[src/rtl/ascon_tag_verify.sv]
// Ascon decryption tag check: forms the expected tag from the finalized state and key,
// then compares a streamed received tag in constant time and reports pass/fail.
module ascon_tag_verify #(
    parameter int WORD_W = 32
) (
    input  logic              clock_i,
    input  logic              resetb_i,
    input  logic              start_i,
    input  logic [4:0][63:0]  state_i,
    input  logic [127:0]      key_i,
    input  logic [WORD_W-1:0] tag_data_i,
    input  logic              tag_valid_i,
    output logic              tag_ready_o,
    output logic              busy_o,
    output logic              done_o,
    output logic              tag_ok_o
);
    localparam int N_WORDS = 128 / WORD_W;
    localparam int CNT_W   = $clog2(N_WORDS) + 1;
    localparam logic [CNT_W-1:0] LAST_WORD = CNT_W'(N_WORDS - 1);

    typedef enum logic [1:0] {
        IDLE,
        RECV,
        CMP
    } fsm_t;

    fsm_t              state;
    fsm_t              state_next;
    logic [CNT_W-1:0]  cnt;
    logic [WORD_W-1:0] diff;
    logic [127:0]      exp_tag;
    logic              accept;
    logic              unused_state;

    // Only state words 3 and 4 carry the tag material.
    assign unused_state = ^state_i[2:0];
    assign accept       = (state == RECV) && tag_valid_i;

    // NOTE: sequential state uses non-blocking assignments so every flop samples
    // pre-edge values regardless of process ordering.
    always_ff @(posedge clock_i or negedge resetb_i) begin
        if (!resetb_i) begin
            state <= IDLE;
        end else begin
            state <= state_next;
        end
    end

    // NOTE: every output of this block gets a default first so no latch is inferred.
    always_comb begin
        state_next  = state;
        tag_ready_o = 1'b0;
        busy_o      = 1'b0;
        case (state)
            IDLE: begin
                if (start_i) state_next = RECV;
            end
            RECV: begin
                tag_ready_o = 1'b1;
                busy_o      = 1'b1;
                if (tag_valid_i && (cnt == LAST_WORD)) state_next = CMP;
            end
            CMP: begin
                busy_o     = 1'b1;
                state_next = IDLE;
            end
            default: state_next = IDLE;
        endcase
    end

    // The expected tag is shifted left as words arrive, so its top word is always the
    // one to compare. Mismatches are OR-accumulated: no early exit, timing is data-blind.
    // NOTE: exp_tag is a plain register (not a memory), so resetting it is cheap and
    // keeps no stale key-derived material after reset.
    always_ff @(posedge clock_i or negedge resetb_i) begin
        if (!resetb_i) begin
            cnt      <= '0;
            diff     <= '0;
            exp_tag  <= '0;
            done_o   <= 1'b0;
            tag_ok_o <= 1'b0;
        end else begin
            done_o <= (state == CMP);
            if ((state == IDLE) && start_i) begin
                exp_tag  <= {state_i[3] ^ key_i[127:64], state_i[4] ^ key_i[63:0]};
                cnt      <= '0;
                diff     <= '0;
                tag_ok_o <= 1'b0;
            end
            if (accept) begin
                diff    <= diff | (tag_data_i ^ exp_tag[127 -: WORD_W]);
                exp_tag <= exp_tag << WORD_W;
                cnt     <= cnt + CNT_W'(1);
            end
            if (state == CMP) begin
                tag_ok_o <= (diff == '0);
            end
        end
    end
endmodule

[config.mk]
export PLATFORM = sky130hd
export DESIGN_NAME = ascon_tag_verify
export DESIGN_NICKNAME = d
export VERILOG_FILES = /design/src/rtl/ascon_tag_verify.sv
export SDC_FILE = /design/constraint.sdc
export NUM_CORES = 1
export LEC_CHECK = 0
export CORE_AREA = 4 4 185 187
export CTS_CLUSTER_SIZE = 8
export DETAILED_ROUTE_END_ITERATION = 12
export DIE_AREA = 0 0 189 191
export SLEW_MARGIN = 20
export SYNTH_ARGS = -nofsm -noshare
export SYNTH_HDL_FRONTEND = slang
export SYNTH_SLANG_ARGS = --single-unit
export TNS_END_PERCENT = 5
[constraint.sdc]
create_clock -name clock_i -period 1.5 [get_ports clock_i]
set_clock_uncertainty 0.05 [all_clocks]
set_input_delay 0.15 -clock clock_i [delete_from_list [all_inputs] [get_ports clock_i]]
set_output_delay 0.15 -clock clock_i [all_outputs]
set_load 0.02 [all_outputs]
## After elaboration in Yosys (flattened, before gate mapping)

Cells that the tools add are included.
Widths: inputs -> output; s select.

| word-level totals | value |
|---|---|
| register bits after elaboration | 167 |
| input port bits | 484 |
| word-level logic and storage cells | 38 |

| cells by class | value |
|---|---|
| add/subtract/negate cells | 1 |
| eq/ne operators | 5 |
| muxes and demuxes | 13 |
| bitwise gates (word level) | 4 |
| reduce and logical (&&, ||, !) cells | 9 |

Operators with widths:

| cell | number |
|---|---|
| $mux 128 | 2 |
| $xor 64x64->64 | 2 |
| $mux 32 | 2 |
| $logic_not 32->1 | 1 |
| $or 32x32->32 | 1 |
| $xor 32x32->32 | 1 |
| $mux 3 | 2 |
| $mux 1 | 4 |
| $mux 2 | 2 |
| $pmux 2 s2 | 1 |
| $reduce_bool 2->1 | 2 |
| $add 3x1->3 const B | 1 |
| $eq 3x2->1 const B | 1 |
| $logic_and 1x1->1 | 3 |
| $eq 2x1->1 const B | 1 |
| $eq 2x2->1 const B | 1 |
| $logic_not 2->1 | 1 |
| $ne 2x1->1 const B | 1 |
| $ne 2x2->1 const B | 1 |
| $reduce_and 2->1 | 1 |
| $reduce_or 2->1 | 1 |

## Longest topological paths before layout

| logic depth | value |
|---|---|
| depth in word-level cells | 4 |
| depth in mapped cells | 9 |

## Worst setup path after synthesis

OpenSTA, ideal clock, no wires.

| timing path | value |
|---|---|
| path type | register to register |
| start | register state[1] |
| end | register exp_tag[10] |
| data arrival time | 1673 ps |
| data required time | 1308 ps |
| slack | -365 ps |
| stages on the path, launching flop included | 9 |
| cells stage by stage | dfrtp_1 > inv_1 > ha_1 > and2_1 > buf_2 > buf_2 > buf_2 > buf_2 > a211oi_1 |

| between the ends | value |
|---|---|
| cells in the longest elaborated chain, start to end | 3 |
| elaborated cells on any way between the ends | 6 |
| classes of those cells | eq/ne: 1; mux: 1; reduce/logical: 4 |

Ends and longest elaborated chain:

| item | line | RTL |
|---|---|---|
| start: declaration | 28 | `fsm_t state;` |
| start signal: assignment | 46 | `state <= state_next;` |
| $eq 2x1->1 or $logic_not 2->1 (tied branches) | 38, 85 |  |
| $logic_and 1x1->1 (on tied branches) | 38, 85 |  |
| $mux 128 or $reduce_bool 2->1 (tied branches) | n/a |  |
| end signal: assignment | 86 | `exp_tag <= {state_i[3] ^ key_i[127:64], state_i[4] ^ key_i[63:0]};` |
| end signal: assignment | 93 | `exp_tag <= exp_tag << WORD_W;` |
| end: declaration | 32 | `logic [127:0] exp_tag;` |

Parallel ways exist; a longest one is shown, timed or not.
A chain may end at the register's enable or synchronous reset.

## Worst setup path in the final report

| timing path | value |
|---|---|
| start | register state[1] |
| end | register exp_tag[21] |

The elaborated chain is that of the path after synthesis.

==> results.txt <==
Status = complete, but fails checks
Failing checks = negative setup slack
Fin area = 13200 um2
# rows = 66
GRT overflow = 0
Worst Reg2Reg Path Length in Cells = 7
Area delta synth->final = 57.1%
Tcrit/Tclk final = 111%
Worst slew pin tran = 0.346 ns
Post-Syn Area = 8430 um2
Vias = 7389
Distinct cells, synth = 22
Synth Register Bits = 167
Setup-failing EPs final = 148
Die Y = 191 um
Seq/Total Area, Yosys = 49.6%
Clk buf depth = 2
CP Class = reg -> reg
Post-Syn Nets = 1432
Worst Path Arrival = 1.95 ns
Worst EP required = 1.78 ns
Area of placed instances = 12400 um2
CP max FO = 11
Power share of the combinational group = 39.3%
Switching part of the total = 34.9%
Critical Path End Type = register
Worst Setup Start Kind = register
Core Area = 32500 um2
Final net count = 1743
Dpl hpwl = 20400 um
Initial antenna violation count = 0
Reg2reg start = state[1]
Via density = 4.33
Rel. slew slack = 76.9%
TritonCTS clock tree = done
Unrepaired setup endpoints after global routing = true
Total CTS buffers = 17
Fin util = 40.8%
Skew-Pair Late Insertion Delay = 0.41 ns
Commonest non-fill, non-tap cell in the layout = clkdlybuf4s50_1
Die width = 189 um
Pin count of the biggest net entering global routing = 58
Synth Area per Inst = 8.96 um2
DRC Markers = 0
Number of diodes = 0
Syn. warnings = 0
H-tree depth = 4
P_int = 0.0132 W
Antenna Violating Nets Remaining = 0
Worst Slack Setup Final = -0.168 ns
Die area = 36100 um2
Peak VDD IR = 0.735 mV
Slew Limit Fails = 0
Reg2reg setup slack = -0.17 ns
Initial cell density of the core = 26.0%
Clock sink total = 167
Power Total = 0.0203 W
Leakage = 5.13 nW
Num ports = 488
Final hold vios = 0
Clk pwr share = 21.9%
DR iter-0 viols = 380
Clock root buffer = clkbuf_16
Pwr per Cell Area = 1530 nW/um2
Placer Congestion = 0.756
Crit path time final = 1.67 ns
FMAX = 600 MHz
Reg power frac = 38.8%
Clock edge transition at the registers on the reported setup and hold paths = 0.07 ns
Max-Cap Viols = 0
Vias in the first global route = 7551
Most frequent cells in the layout = 290 x clkdlybuf4s50_1, 167 x dfrtp_1, 160 x xnor2_1
Switching Power = 0.00707 W
Tot GR Track Use = 14.4%
First-pass GRT wire length = 41100 um
Initial DRT Pass Iterations = 4
Layout cells sized above 1 = 10.3%
Critical R2R Capture = exp_tag[21]
Final wirelength = 26600 um
Wire per inst = 15.6 um
Hold WC Path Type = in -> async
IO buf count = 295
Synth Instances = 941
cell usage after synthesis (all sizes together):
cell type / number / area share (%)
nand3: 4 / 0.24
o21ai: 133 / 7.9
nor2: 128 / 5.7
inv: 3 / 0.13
a21oi: 97 / 5.8
and2: 2 / 0.15
nand3b: 1 / 0.089
nor3: 1 / 0.059
nor4b: 1 / 0.10
clkbuf: 37 / 1.6
xnor2: 160 / 17
nand2: 136 / 6.1
or4: 2 / 0.18
nor4: 5 / 0.37
a211oi: 32 / 2.9
ha: 7 / 1.0
buf: 23 / 1.4
nand4: 1 / 0.074
nor2b: 1 / 0.074
dfrtp: 167 / 50
state kept, by name, summed over array words and instances, names as in the netlist:
signal and cells:
exp_tag 128, tag_ok_o 1, done_o 1, diff 32, state 2, cnt 3
per-layer routing:
layer  up-vias  GRT usage, %  share of wire (%)
met5         -             0                  0
met4         0          3.48                1.1
met3        12          2.41                3.6
met2       148          23.1                 47
met1      3485          20.5                 48
li1       3744             -                  -
final cells by class:
type,count,area [um2]
fillers,3205,19200
inverters,3,11.3
multi-input cells,712,4220
clock buffers,19,443
well taps,442,553
clock inverters,12,144
repair buffers,351,3690
flip-flops and latches,167,4180
worst max-delay path, cell delays in order (launching register included):
cell and delay [ns]:
dfrtp_1 0.39, inv_2 0.10, ha_2 0.26, and2_4 0.25
buf_4 0.15, buf_12 0.12, nor2_1 0.05, a211oi_2 0.20
logic make-up after synthesis:
group | after synthesis | share of synthesized area, %
AND/OR/NAND/NOR | 282 | 13.1
AO/OA/AOI/OAI | 262 | 16.5
flip-flops | 167 | 49.6
XOR/XNOR | 160 | 16.6
buffers and inverters | 63 | 3.13
adder cells (fa/ha/maj) | 7 | 1.04
per-stage QoR:
| step | hold slack [ns] | TNS [ns] | cells | setup slack [ns] |
|---|---|---|---|---|
| detailed placement | -0.0941 | -21.38 | 1664 | -0.244 |
| finish | 0.0551 | -9.58 | 1706 | -0.168 |
| global route | 0.0313 | -28.07 | 1706 | -0.282 |
| global placement | -0.0938 | -20.13 | 1664 | -0.206 |
| floorplan | -0.196 | -7.79 | 941 | -0.0741 |
| CTS | 0.0305 | -10.45 | 1705 | -0.187 |
power groups by stage:
stage / sequential, W / combinational [W] / clock (W)
final: 0.00788 / 0.00798 / 0.00444
after global routing: 0.00813 / 0.00901 / 0.00476
after CTS: 0.00788 / 0.00806 / 0.00457
after detailed placement: 0.00794 / 0.00758 / 0
after global placement: 0.00789 / 0.00739 / 0
after floorplan: 0.00751 / 0.00500 / 0
repair_timing:
action	in CTS	in global routing
pin swaps	1	0
hold buffers	1	0
buffers inserted	4	1
setup endpoints to repair	165	163
endpoints found under the hold margin	167	0
cloned	5	0
gates resized for setup	21	3
worst max path at each step:
stage / cells past startpoint / slack [ns] / startpoint / endpoint
after global placement: 5 / -0.21 / start_i / exp_tag[0]
after detailed placement: 5 / -0.24 / start_i / exp_tag[0]
after global routing: 6 / -0.28 / state[0] / tag_ok_o
after floorplan: 8 / -0.07 / state[1] / diff[0]
after CTS: 6 / -0.19 / state[0] / tag_ok_o
final: 7 / -0.17 / state[1] / exp_tag[21]
No activity file was read; power rests on OpenSTA's default activity.
